<file path="config.mk">
export PLATFORM = sky130hd
export DESIGN_NAME = pi_delay_manager
export DESIGN_NICKNAME = d
export VERILOG_FILES = /design/src/rtl/pi_delay_manager.sv
export SDC_FILE = /design/constraint.sdc
export NUM_CORES = 1
export LEC_CHECK = 0
export CORE_UTILIZATION = 40
export CTS_BUF_LIST = sky130_fd_sc_hd__clkbuf_8
export DETAILED_ROUTE_END_ITERATION = 8
export MAX_ROUTING_LAYER = met4
export PLACE_DENSITY = 0.58
export SLEW_MARGIN = 20
export SYNTH_ARGS = -nofsm -noshare
export SYNTH_HDL_FRONTEND = slang
export SYNTH_SLANG_ARGS = --single-unit
</file>
<file path="constraint.sdc">
create_clock -name iSystemClock -period 2.6 [get_ports iSystemClock]
set_input_delay 0.52 -clock iSystemClock [delete_from_list [all_inputs] [get_ports iSystemClock]]
set_output_delay 0.52 -clock iSystemClock [all_outputs]
set_load 0.005 [all_outputs]
</file>
<file path="src/rtl/pi_delay_manager.sv">
// Input-delay path manager: waits for the delay controller, settles, then walks
// the input-delay tap one CE pulse at a time toward a requested value.
//
// state   | meaning
// --------+------------------------------------------------------------
// RESET   | post-reset single cycle, delay primitives held in reset
// HOLD    | PHY-input reset requested, delay primitives held, tap cleared
// WAITRDY | waiting for synchronized delay-controller ready
// SETTLE  | ready seen, counting out the settle interval
// READY   | input path usable, accepting tap requests
// STEP    | alternating CE / gap cycles toward the latched target
module pi_delay_manager #(
    parameter int SETTLE_CYCLES = 16,
    parameter int TAP_WIDTH     = 5
) (
    input  logic                 iSystemClock,
    input  logic                 iReset,
    input  logic                 iPI_Reset,
    input  logic                 iDelayCtrlRdy,
    input  logic                 iTapReq,
    input  logic [TAP_WIDTH-1:0] iTapTarget,
    output logic                 oIDelayRst,
    output logic                 oTapCE,
    output logic                 oTapINC,
    output logic [TAP_WIDTH-1:0] oCurrentTap,
    output logic                 oTapBusy,
    output logic                 oPIDelayReady
);

    typedef enum logic [5:0] {
        S_RESET   = 6'b000001,
        S_HOLD    = 6'b000010,
        S_WAITRDY = 6'b000100,
        S_SETTLE  = 6'b001000,
        S_READY   = 6'b010000,
        S_STEP    = 6'b100000
    } state_t;

    localparam logic [9:0] SETTLE_LAST = 10'(SETTLE_CYCLES - 1);

    state_t                 state_q, state_d;
    logic                   rdy_meta_q, rdy_meta_d;
    logic                   rdy_sync_q, rdy_sync_d;
    logic [9:0]             settle_cnt_q, settle_cnt_d;
    logic [9:0]             settle_inc;
    logic [TAP_WIDTH-1:0]   target_q, target_d;
    logic [TAP_WIDTH-1:0]   cur_tap_q, cur_tap_d;
    logic                   tap_ce_q, tap_ce_d;
    logic                   tap_inc_q, tap_inc_d;
    logic                   idelay_rst_q, idelay_rst_d;
    logic                   tap_busy_q, tap_busy_d;
    logic                   pi_ready_q, pi_ready_d;

    assign settle_inc = settle_cnt_q + 10'd1;

    always_comb begin
        // Synchronizer stays flushed during RESET so power-on always sees a full resync.
        rdy_meta_d   = (state_q == S_RESET) ? 1'b0 : iDelayCtrlRdy;
        rdy_sync_d   = (state_q == S_RESET) ? 1'b0 : rdy_meta_q;
        state_d      = state_q;
        settle_cnt_d = settle_cnt_q;
        target_d     = target_q;
        cur_tap_d    = cur_tap_q;
        tap_ce_d     = 1'b0;
        tap_inc_d    = tap_inc_q;

        if (iPI_Reset) begin
            state_d   = S_HOLD;
            cur_tap_d = '0;
        end else begin
            case (state_q)
                S_RESET: state_d = S_WAITRDY;
                S_HOLD:  state_d = S_WAITRDY;
                S_WAITRDY: begin
                    if (rdy_sync_q) begin
                        settle_cnt_d = '0;
                        state_d      = (SETTLE_CYCLES == 1) ? S_READY : S_SETTLE;
                    end
                end
                S_SETTLE: begin
                    if (!rdy_sync_q) begin
                        state_d = S_WAITRDY;
                    end else begin
                        // The WAITRDY cycle counts toward the settle interval.
                        settle_cnt_d = settle_inc;
                        if (settle_inc == SETTLE_LAST) state_d = S_READY;
                    end
                end
                S_READY: begin
                    if (!rdy_sync_q) begin
                        state_d = S_WAITRDY;
                    end else if (iTapReq && (iTapTarget != cur_tap_q)) begin
                        state_d   = S_STEP;
                        target_d  = iTapTarget;
                        tap_inc_d = (iTapTarget > cur_tap_q);
                        tap_ce_d  = 1'b1;
                        cur_tap_d = (iTapTarget > cur_tap_q) ? cur_tap_q + TAP_WIDTH'(1)
                                                             : cur_tap_q - TAP_WIDTH'(1);
                    end
                end
                S_STEP: begin
                    if (!rdy_sync_q) begin
                        state_d = S_WAITRDY;
                    end else if (!tap_ce_q) begin
                        if (cur_tap_q == target_q) begin
                            state_d = S_READY;
                        end else begin
                            tap_ce_d  = 1'b1;
                            cur_tap_d = tap_inc_q ? cur_tap_q + TAP_WIDTH'(1)
                                                  : cur_tap_q - TAP_WIDTH'(1);
                        end
                    end
                end
                default: state_d = S_RESET;
            endcase
        end

        idelay_rst_d = (state_d == S_RESET) || (state_d == S_HOLD);
        tap_busy_d   = (state_d == S_STEP);
        pi_ready_d   = (state_d == S_READY) || (state_d == S_STEP);
    end

    always_ff @(posedge iSystemClock or posedge iReset) begin
        if (iReset) begin
            state_q      <= S_RESET;
            rdy_meta_q   <= 1'b0;
            rdy_sync_q   <= 1'b0;
            settle_cnt_q <= '0;
            target_q     <= '0;
            cur_tap_q    <= '0;
            tap_ce_q     <= 1'b0;
            tap_inc_q    <= 1'b0;
            idelay_rst_q <= 1'b1;
            tap_busy_q   <= 1'b0;
            pi_ready_q   <= 1'b0;
        end else begin
            state_q      <= state_d;
            rdy_meta_q   <= rdy_meta_d;
            rdy_sync_q   <= rdy_sync_d;
            settle_cnt_q <= settle_cnt_d;
            target_q     <= target_d;
            cur_tap_q    <= cur_tap_d;
            tap_ce_q     <= tap_ce_d;
            tap_inc_q    <= tap_inc_d;
            idelay_rst_q <= idelay_rst_d;
            tap_busy_q   <= tap_busy_d;
            pi_ready_q   <= pi_ready_d;
        end
    end

    assign oIDelayRst    = idelay_rst_q;
    assign oTapCE        = tap_ce_q;
    assign oTapINC       = tap_inc_q;
    assign oCurrentTap   = cur_tap_q;
    assign oTapBusy      = tap_busy_q;
    assign oPIDelayReady = pi_ready_q;

endmodule

</file>
==> metrics, run 1 <==
Post-Synth Simple-Gate Area 26.34%; CP Max Fanout 4; Post-synth EDFFs 0; RD Place Congestion 0.8675; I/O pin cnt 20; Reg area slightly above 800 um2; Total Routed Length 4676 um; Syn Inst Count between 200 and 250; #FFs+latches synth 33; post-synth top area share approximately 37%; largest area contributor in the netlist dfrtp_1; slowest CP cell clkdlybuf4s50_1; Filler cells between 400 and 500; final slew viol count 0; Worst Path Arrival approximately 2500 ps; mux cell area share after synthesis approximately 4.2%; clock buffer depth 2; Initial DRT Pass Iterations 4; 1st-iter DRT viols ~100; Non-Filler Instances 323; pwr/cell area between 400 and 500 nW/um2; Post-Syn Nets roughly 240; static leakage about 1.1 nW; area of the multi-input gates about 1200 um2; maximum vdd drop 0.2940 mV; gr usage total 19.65%; Antenna Cells 0; count leader, synth dfrtp_1; # port buffers 19; status completed; worst slew pin tran 425.6 ps; CTS H-Tree Depth 2; Initial Utilization 42.92%; hold bufs inserted after CTS 0; kind of critical path input port to flip-flop; Synth Area in XOR/XNOR under 10%; Startpoint Class input port; Die Ht roughly 74 um; DRC 0; Hold Crit Start rdy_meta_q$_DFF_PP0_; grt ovf 0; Final Power 1.173 mW; top post-synthesis cells by count 31 x dfrtp_1, 19 x nor2_1, 18 x nand2_1; top_reg_cell synth dfrtp_1; Worst R2R Setup Slack 350 ps; largest net degree at the start of global routing 34; Data required, critical path around 2800 ps; total of max-cap violations 0; DR vias approximately 1700; chip width 74.36 um; setup TNS 0 ps; skew final about 2.6 ps; syn avg cell area ~9.3 um2; placed insts around 320; Fmax approximately 420 MHz; worst r2r src oCurrentTap[3]$_DFFE_PP0P_; slew margin rel. 71.62%; FP Rows 25; Crit. End Element flip-flop; min cycle time layout between 2000 and 2500 ps; via/cell ratio roughly 5.3; full die area roughly 5500 um2; Final period util 91.07%; clk_lat worst skew ~290 ps; Final Hold Vio Count 0; Synth Area in Compound Gates between 10% and 20%; Distinct cells, synth between 60 and 70; number of clock sinks 33; reg-to-reg endpoint oCurrentTap[3]$_DFFE_PP0P_; initial antenna violation count 0; Buf/Inv on CP 1; first-pass GRT wire length around 8000 um; # Post-CTS Setup Buffers 0; RSZ-0062 raised after global routing false; Setup violations, final 0; worst r2r path cells 8; Post-Syn Area 2095 um2; Area Growth Syn to Fin 20.73%; dominant cells by area after synthesis dfrtp_1 37%, ha_1 5.4%, nor2_1 3.4%, nand2_1 3.2%, mux2_2 3.2%; post-route ant nets 0; sequential area share after synthesis 39.55%; DR WL/cell ~14 um; post_cts resized 0; Hold Crit Class flip-flop to flip-flop; HPWL after DPL 3426 um; crit path cell chain clkdlybuf4s50_1 -> ha_1 -> nand3_1 -> o21bai_1 -> a31oi_1 -> a21o_1 -> mux2i_1 -> o2111ai_2; number of global-route vias before repair 1569; Hold Path Stages 1; share of cells above drive strength 1 ~16%; CTS Buf Count 5; clock root buffer clkbuf_8; Post-layout nets approximately 270; CP delay by family, top compound AO/OA/AOI/OAI gates; Warnings, synthesis 0; largest family of logic cells by synthesized area simple AND/OR/NAND/NOR gates; Largest stage delay, worst path between 400 and 500 ps; Adder-Cell Fraction of Synth Area between 5 and 6%; Clk pin slew, worst setup/hold paths around 70 ps; hold endpoint rdy_sync_q$_DFF_PP0_; core region area 4880 um2; CTS tree yes; fraction of registers with async set or reset after synthesis 100.0%
[metrics by stage]
step / worst slack [ps] / area, um2 / util (%) / hold slack, ps
final: 232.1 / 2529 / 51.82 / 469.3
after CTS: 259.6 / 2529 / 51.82 / 475.9
after global routing: 88.28 / 2529 / 51.82 / 488.7
after detailed placement: -41.01 / 2409 / 49.36 / 452.8
after global placement: 14.94 / 2409 / 49.36 / 451.7
after floorplan: 541.4 / 2095 / - / 427.7
[logic make-up (layout without fill, tap and decap cells)]
group,Yosys count,after routing
multiplexers,8,8
XOR/XNOR,8,8
AND/OR/NAND/NOR,95,95
flip-flops,33,33
buffers and inverters,20,51
AO/OA/AOI/OAI,52,52
adder cells (fa/ha/maj),9,9
[where the power goes]
part / switching, mW / total [mW] / internal [mW]
logic: 0.0592 / 0.114 / 0.0553
clock network: 0.203 / 0.514 / 0.312
registers: 0.0169 / 0.545 / 0.528
total: 0.279 / 1.17 / 0.895
[how the worst max path moves through the flow]
stage                     slack, ps  cells past startpoint                          to          start
after CTS                       260                      8  oCurrentTap[3]$_DFFE_PP0P_  iTapTarget[4]
after detailed placement        -40                      8  oCurrentTap[3]$_DFFE_PP0P_  iTapTarget[4]
after global routing             90                      8  oCurrentTap[3]$_DFFE_PP0P_  iTapTarget[4]
after floorplan                 540                      7  oCurrentTap[3]$_DFFE_PP0P_  iTapTarget[4]
after global placement           10                      8  oCurrentTap[3]$_DFFE_PP0P_  iTapTarget[4]
final                           230                      8  oCurrentTap[3]$_DFFE_PP0P_  iTapTarget[4]
[cell usage in the layout (no fill, tap or decap), types with 2 or more instances in the layout]
cell	n
and2_1	3
mux2_2	6
clkdlybuf4s50_1	19
o21ai_0	13
nor2_1	19
buf_4	11
nand2b_1	2
dfstp_2	2
nor2b_1	5
mux2i_1	2
o31ai_1	2
a31oi_1	3
nand4_1	9
o41ai_1	2
a21o_1	2
o21ai_1	6
xor2_1	7
nor3_1	5
nand2_1	18
a21oi_1	7
o2111ai_2	2
inv_1	12
clkbuf_8	6
and3_1	6
dfrtp_1	31
ha_1	9
nand3_1	11
[registers in the layout, summed over array words and instances, names as in the netlist]
signal / cells
state_q: 6
settle_cnt_q: 10
oPIDelayReady: 1
oCurrentTap: 5
oIDelayRst: 1
rdy_sync_q: 1
oTapBusy: 1
oTapCE: 1
rdy_meta_q: 1
oTapINC: 1
target_q: 5
[metal layers]
layer | vias up | track usage [%] | wire length [um] | share of wire [%]
met1 | 816 | 29.30 | 2449 | 52
met5 | - | - | 0 | 0
met3 | 7 | 4.743 | 156 | 3.3
met4 | 0 | 6.289 | 65 | 1.4
met2 | 24 | 25.63 | 2005 | 43
li1 | 881 | - | - | -
[final cells by class]
cell class	instances	share of cell area, %
clock buffer	6	3.266
clock inverter	2	1.484
inverter	13	1.930
multi-input combinational	172	46.46
sequential	33	32.76
tap	67	3.315
timing repair buffer	30	10.79
No activity file was read; power rests on OpenSTA's default activity.
==> run 2: changes to the inputs <==
Settings changed: CORE_UTILIZATION 40 to 59, PLACE_DENSITY 0.58 to 0.81.
==> run 2 against run 1 <==
Against the previous run: largest power group unchanged; global-route usage up 8.4 points; cell count down 7.1%; wire length down 0.56%; first-iteration DRC count up 26%; flip-flop and latch count unchanged; sequential share of layout area up 0.71 points; utilization up 22 points; setup slack worse by 130 ps; worst hold slack worse by 1.7 ps.
==> metrics, run 2 (synthesis results as in run 1) <==
status completed (unchanged); Filler cells 282 (was 486); dpl cell area 2367 um2 (was 2409 um2); hold bufs inserted after CTS 0 (unchanged); number of clock sinks 33 (unchanged); crit path cell chain clkdlybuf4s50_1 -> ha_1 -> nand3_1 -> o21bai_1 -> a31oi_1 -> a21o_1 -> mux2i_1 -> o2111ai_2 (unchanged); Data required, critical path 2760 ps (was 2770 ps); reg-to-reg endpoint oCurrentTap[3]$_DFFE_PP0P_ (unchanged); CTS tree yes (unchanged); Fmax 400.5 MHz (was 422.3 MHz); final slew viol count 0 (unchanged); Area Growth Syn to Fin 18.16% (was 20.73%); setup TNS 0 ps (unchanged); Crit. End Element flip-flop (unchanged); Clk pin slew, worst setup/hold paths 70 ps (about the same); first-pass GRT wire length 7286 um (was 7852 um); # port buffers 19 (unchanged); DR vias 1834 (was 1728); CP Max Fanout 4 (unchanged); Hold Path Stages 1 (unchanged); clk_lat worst skew 300 ps (was 290 ps); Worst path depth 8 (unchanged); CTS H-Tree Depth 2 (unchanged); Final Hold Vio Count 0 (unchanged); worst r2r src oCurrentTap[3]$_DFFE_PP0P_ (unchanged); Initial Utilization 62.28% (was 42.92%); initial antenna violation count 0 (unchanged); max reg flops 10 (unchanged); crit path to oCurrentTap[3]$_DFFE_PP0P_ (unchanged); clock root buffer clkbuf_8 (unchanged); gr usage total 28.07% (was 19.65%); biggest registers after layout settle_cnt_q: 10 flops, state_q: 6 flops (unchanged); HPWL after DPL 3367 um (was 3426 um); Worst Path Arrival 2660 ps (was 2530 ps); grt ovf 0 (unchanged); RSZ-0062 raised after global routing false (unchanged); Hold Slack 467.6 ps (was 469.3 ps); RD Place Congestion 0.8472 (was 0.8675); total of max-cap violations 0 (unchanged); skew final 15.86 ps (was 2.635 ps); post_cts resized 0 (unchanged); Reg with most FFs settle_cnt_q (unchanged); DR WL/cell 15.50 um (was 14.48 um); FP Rows 21 (was 25); # Post-CTS Setup Buffers 0 (unchanged); CTS Buf Count 5 (unchanged); Setup violations, final 0 (unchanged); slew margin rel. 70.99% (was 71.62%); most frequent cells in the layout 31 x dfrtp_1, 19 x nor2_1, 19 x clkdlybuf4s50_1 (unchanged); commonest non-fill, non-tap cell in the layout dfrtp_1 (unchanged); Antenna Cells 0 (unchanged); pwr/cell area 455.8 nW/um2 (was 464.0 nW/um2); Post-layout nets 272 (was 274); I/O pin cnt 20 (unchanged); Final period util 96.03% (was 91.07%); Final Cell Area 2475 um2 (was 2529 um2); worst r2r path cells 8 (unchanged); chip width 61.58 um (was 74.36 um); CP delay by family, top compound AO/OA/AOI/OAI gates (unchanged); Total Routed Length 4650 um (was 4676 um); Hold Crit Start rdy_meta_q$_DFF_PP0_ (unchanged); 1st-iter DRT viols 129 (was 102); Worst Setup SP iTapTarget[4] (unchanged); Hold Crit Class flip-flop to flip-flop (unchanged); via/cell ratio 6.113 (was 5.350); Buf/Inv on CP 1 (unchanged); setup ws final 103.3 ps (was 232.1 ps); Die Ht 61.58 um (was 74.36 um); Largest stage delay, worst path 420 ps (about the same); slowest CP cell clkdlybuf4s50_1 (unchanged); number of global-route vias before repair 1598 (was 1569); DRC 0 (unchanged); clock buffer depth 2 (unchanged); share of cells above drive strength 1 14.57% (was 15.63%); min cycle time layout 2497 ps (was 2368 ps); worst slew pin tran 433.1 ps (was 425.6 ps); core region area 3363 um2 (was 4880 um2); post-route ant nets 0 (unchanged); Worst R2R Setup Slack 220 ps (was 350 ps); kind of critical path input port to flip-flop (unchanged); maximum vdd drop 0.3818 mV (was 0.2940 mV); full die area 3792 um2 (was 5529 um2); pre-CTS setup slack -116.3 ps (was -41.01 ps); Initial DRT Pass Iterations 4 (unchanged); largest net degree at the start of global routing 34 (unchanged); Startpoint Class input port (unchanged); static leakage 1.101 nW (was 1.110 nW)
[run 2: worst min-delay path by stage]
stage | end | slack (ps)
after floorplan | rdy_sync_q$_DFF_PP0_ | 430
after global placement | rdy_sync_q$_DFF_PP0_ | 450
after detailed placement | rdy_sync_q$_DFF_PP0_ | 450
after CTS | rdy_sync_q$_DFF_PP0_ | 470
after global routing | rdy_sync_q$_DFF_PP0_ | 480
final | rdy_sync_q$_DFF_PP0_ | 470
[run 2: final cells by class]
type / count / area (um2) / share of cell area [%]
multi-input cells: 172 / 1175 / 47.47
flip-flops and latches: 33 / 828.3 / 33.47
repair buffers: 28 / 257.7 / 10.41
clock buffers: 5 / 68.82 / 2.781
well taps: 46 / 57.56 / 2.326
inverters: 13 / 48.80 / 1.972
clock inverters: 3 / 38.79 / 1.567
[run 2: metrics by stage]
| step | std cells | power, mW | util (%) |
|---|---|---|---|
| after floorplan | 225 | 0.6245 | - |
| after global placement | 292 | 0.6646 | 70.39 |
| after detailed placement | 292 | 0.6684 | 70.39 |
| after CTS | 300 | 1.136 | 73.59 |
| after global routing | 300 | 1.171 | 73.59 |
| final | 300 | 1.128 | 73.59 |
[run 2: per-layer routing]
metal / vias up / wire (um) / GRT usage, %
met5: - / 0 / -
met4: 0 / 86 / 12.70
met3: 11 / 259 / 7.563
met2: 61 / 2193 / 40.55
met1: 878 / 2110 / 36.64
li1: 884 / - / -
[run 2: where the power goes]
part / internal (mW) / switching [mW]
combinational: 0.0547 / 0.0597
clock: 0.280 / 0.188
sequential: 0.528 / 0.0171
==> run 3: changes to the inputs <==
Settings changed: CORE_UTILIZATION 59 to 55, PLACE_DENSITY 0.81 to 0.87.
Clock period 2.6 ns to 2.4 ns, I/O delays scaled along.
==> run 3 against run 2 <==
Against the previous run: sequential share of layout area fell by 0.25 points; cell count rose by 1.7%; highest routed layer unchanged; largest power group unchanged; setup slack improved by 18 ps; critical path type unchanged; combinational power rose by 11%; total power rose by 4.9%.
==> metrics, run 3 (synthesis results as in run 1) <==
CP delay by family, top compound AO/OA/AOI/OAI gates (unchanged); Data required, critical path 2560 ps (was 2760 ps); hold bufs inserted after CTS 0 (unchanged); Total Routed Length 4619 um (was 4650 um); max reg flops 10 (unchanged); Final Cell Area 2494 um2 (was 2475 um2); DRC 0 (unchanged); post-route ant nets 0 (unchanged); commonest non-fill, non-tap cell in the layout dfrtp_1 (unchanged); Hold Crit Class flip-flop to flip-flop (unchanged); biggest registers after layout settle_cnt_q: 10 flops, state_q: 6 flops (unchanged); Antenna Cells 0 (unchanged); share of cells above drive strength 1 15.95% (was 14.57%); post_cts resized 0 (unchanged); Setup violations, final 0 (unchanged); setup TNS 0 ps (unchanged); Post-Route Utilization 68.11% (was 73.59%); Final period util between 90% and 100%; RD Place Congestion 0.8688 (was 0.8472); dpl cell area 2392 um2 (was 2367 um2); Area Growth Syn to Fin 19.06% (was 18.16%); Worst R2R Setup Slack 200 ps (was 220 ps); full die area 4059 um2 (was 3792 um2); Hold Slack 457.8 ps (was 467.6 ps); Clk pin slew, worst setup/hold paths 70 ps (about the same); total of max-cap violations 0 (unchanged); pwr/cell area 474.6 nW/um2 (was 455.8 nW/um2); worst r2r path cells 8 (unchanged); clock root buffer clkbuf_8 (unchanged); # port buffers 19 (unchanged); pre-CTS setup slack -154.5 ps (was -116.3 ps); Hold Crit Start rdy_meta_q$_DFF_PP0_ (unchanged); DR vias 1805 (was 1834); Initial DRT Pass Iterations 4 (unchanged); I/O pin cnt 20 (unchanged); slowest CP cell clkdlybuf4s50_1 (unchanged); Fmax roughly 440 MHz; Initial Utilization 57.21% (was 62.28%); maximum vdd drop 0.4261 mV (was 0.3818 mV); Final Hold Vio Count 0 (unchanged); # Post-CTS Setup Buffers 0 (unchanged); crit path cell chain clkdlybuf4s50_1 -> ha_1 -> nand3_1 -> o21bai_1 -> a31oi_1 -> a21o_1 -> mux2i_1 -> o2111ai_2 (unchanged); Die Ht 63.71 um (was 61.58 um); DR WL/cell 15.14 um (was 15.50 um); kind of critical path input port to flip-flop (unchanged); skew final 1.868 ps (was 15.86 ps); Worst Path Arrival 2440 ps (was 2660 ps); CTS tree yes (unchanged); hold endpoint rdy_sync_q$_DFF_PP0_ (unchanged); grt ovf 0 (unchanged); CTS Buf Count 5 (unchanged); first-pass GRT wire length 7886 um (was 7286 um); min cycle time layout between 2000 and 2500 ps; CTS H-Tree Depth 2 (unchanged); initial antenna violation count 0 (unchanged); static leakage 1.111 nW (was 1.101 nW); via/cell ratio 5.918 (was 6.113); clk_lat worst skew 290 ps (was 300 ps); FP Rows 22 (was 21); reg-to-reg endpoint oCurrentTap[2]$_DFFE_PP0P_ (was oCurrentTap[3]$_DFFE_PP0P_); Reg with most FFs settle_cnt_q (unchanged); status completed (unchanged); worst slew pin tran 461.1 ps (was 433.1 ps); HPWL after DPL 3372 um (was 3367 um); core region area 3661 um2 (was 3363 um2); Buf/Inv on CP 1 (unchanged); Post-layout nets 275 (was 272); Startpoint Class input port (unchanged); final slew viol count 0 (unchanged); most frequent cells in the layout 31 x dfrtp_1, 19 x nor2_1, 19 x clkdlybuf4s50_1 (unchanged); clock buffer depth 2 (unchanged); CP Max Fanout 4 (unchanged); worst r2r src oCurrentTap[1]$_DFFE_PP0P_ (was oCurrentTap[3]$_DFFE_PP0P_); Worst path depth 8 (unchanged); setup ws final 121.6 ps (was 103.3 ps); Hold Path Stages 1 (unchanged); number of clock sinks 33 (unchanged); slew margin rel. 69.02% (was 70.99%); gr usage total 26.13% (was 28.07%); chip width 63.71 um (was 61.58 um); 1st-iter DRT viols 139 (was 129); Largest stage delay, worst path 440 ps (was 420 ps); number of global-route vias before repair 1655 (was 1598); Crit. End Element flip-flop (unchanged); RSZ-0062 raised after global routing false (unchanged); largest net degree at the start of global routing 34 (unchanged)
[run 3: changes by cell type in the layout (fill, tap and decap cells not counted), sizes merged]
cell / delta
clkbuf: +2
buf: +3
inv: -1
bufinv: -1
[run 3: worst max-delay path by stage]
stage                                    start                    endpoint
floorplan           oCurrentTap[2]$_DFFE_PP0P_  oCurrentTap[3]$_DFFE_PP0P_
global placement                 iTapTarget[4]  oCurrentTap[3]$_DFFE_PP0P_
detailed placement               iTapTarget[3]  oCurrentTap[3]$_DFFE_PP0P_
CTS                              iTapTarget[3]  oCurrentTap[3]$_DFFE_PP0P_
global route                     iTapTarget[1]  oCurrentTap[2]$_DFFE_PP0P_
finish                           iTapTarget[3]  oCurrentTap[3]$_DFFE_PP0P_
[run 3: where the power goes]
group	total (mW)	internal, mW	switching (mW)
Sequential	0.591	0.572	0.0191
Combinational	0.127	0.0611	0.0664
Clock	0.465	0.259	0.206
[run 3: layout make-up]
cell class,count,area (um2)
Clock buffer,7,96.34
Clock inverter,1,5.005
Fill cell,278,1167
Inverter,13,48.80
Multi-Input combinational cell,172,1175
Sequential cell,33,828.3
Tap cell,48,60.06
Timing Repair Buffer,31,280.3
[run 3: metal layers]
| metal | vias up | global-route usage (%) | wire length, um |
|---|---|---|---|
| li1 | 890 | - | - |
| met5 | - | - | 0 |
| met1 | 869 | 34.92 | 2254 |
| met3 | 6 | 4.529 | 153 |
| met2 | 40 | 40.16 | 2162 |
| met4 | 0 | 8.523 | 48 |
[run 3: metrics by stage]
step / power, mW / instances
floorplan: 0.6765 / 225
global placement: 0.7223 / 297
detailed placement: 0.7260 / 297
CTS: 1.190 / 305
global route: 1.219 / 305
finish: 1.183 / 305
[run 3: worst register-to-register path, cell delays in order (launching register included)]
cell and delay (ps):
dfrtp_1 470, inv_1 140, ha_1 320, nor2b_1 140, o21bai_1 120, a31oi_1 170
a21oi_1 340, mux2i_1 270, o2111ai_2 130
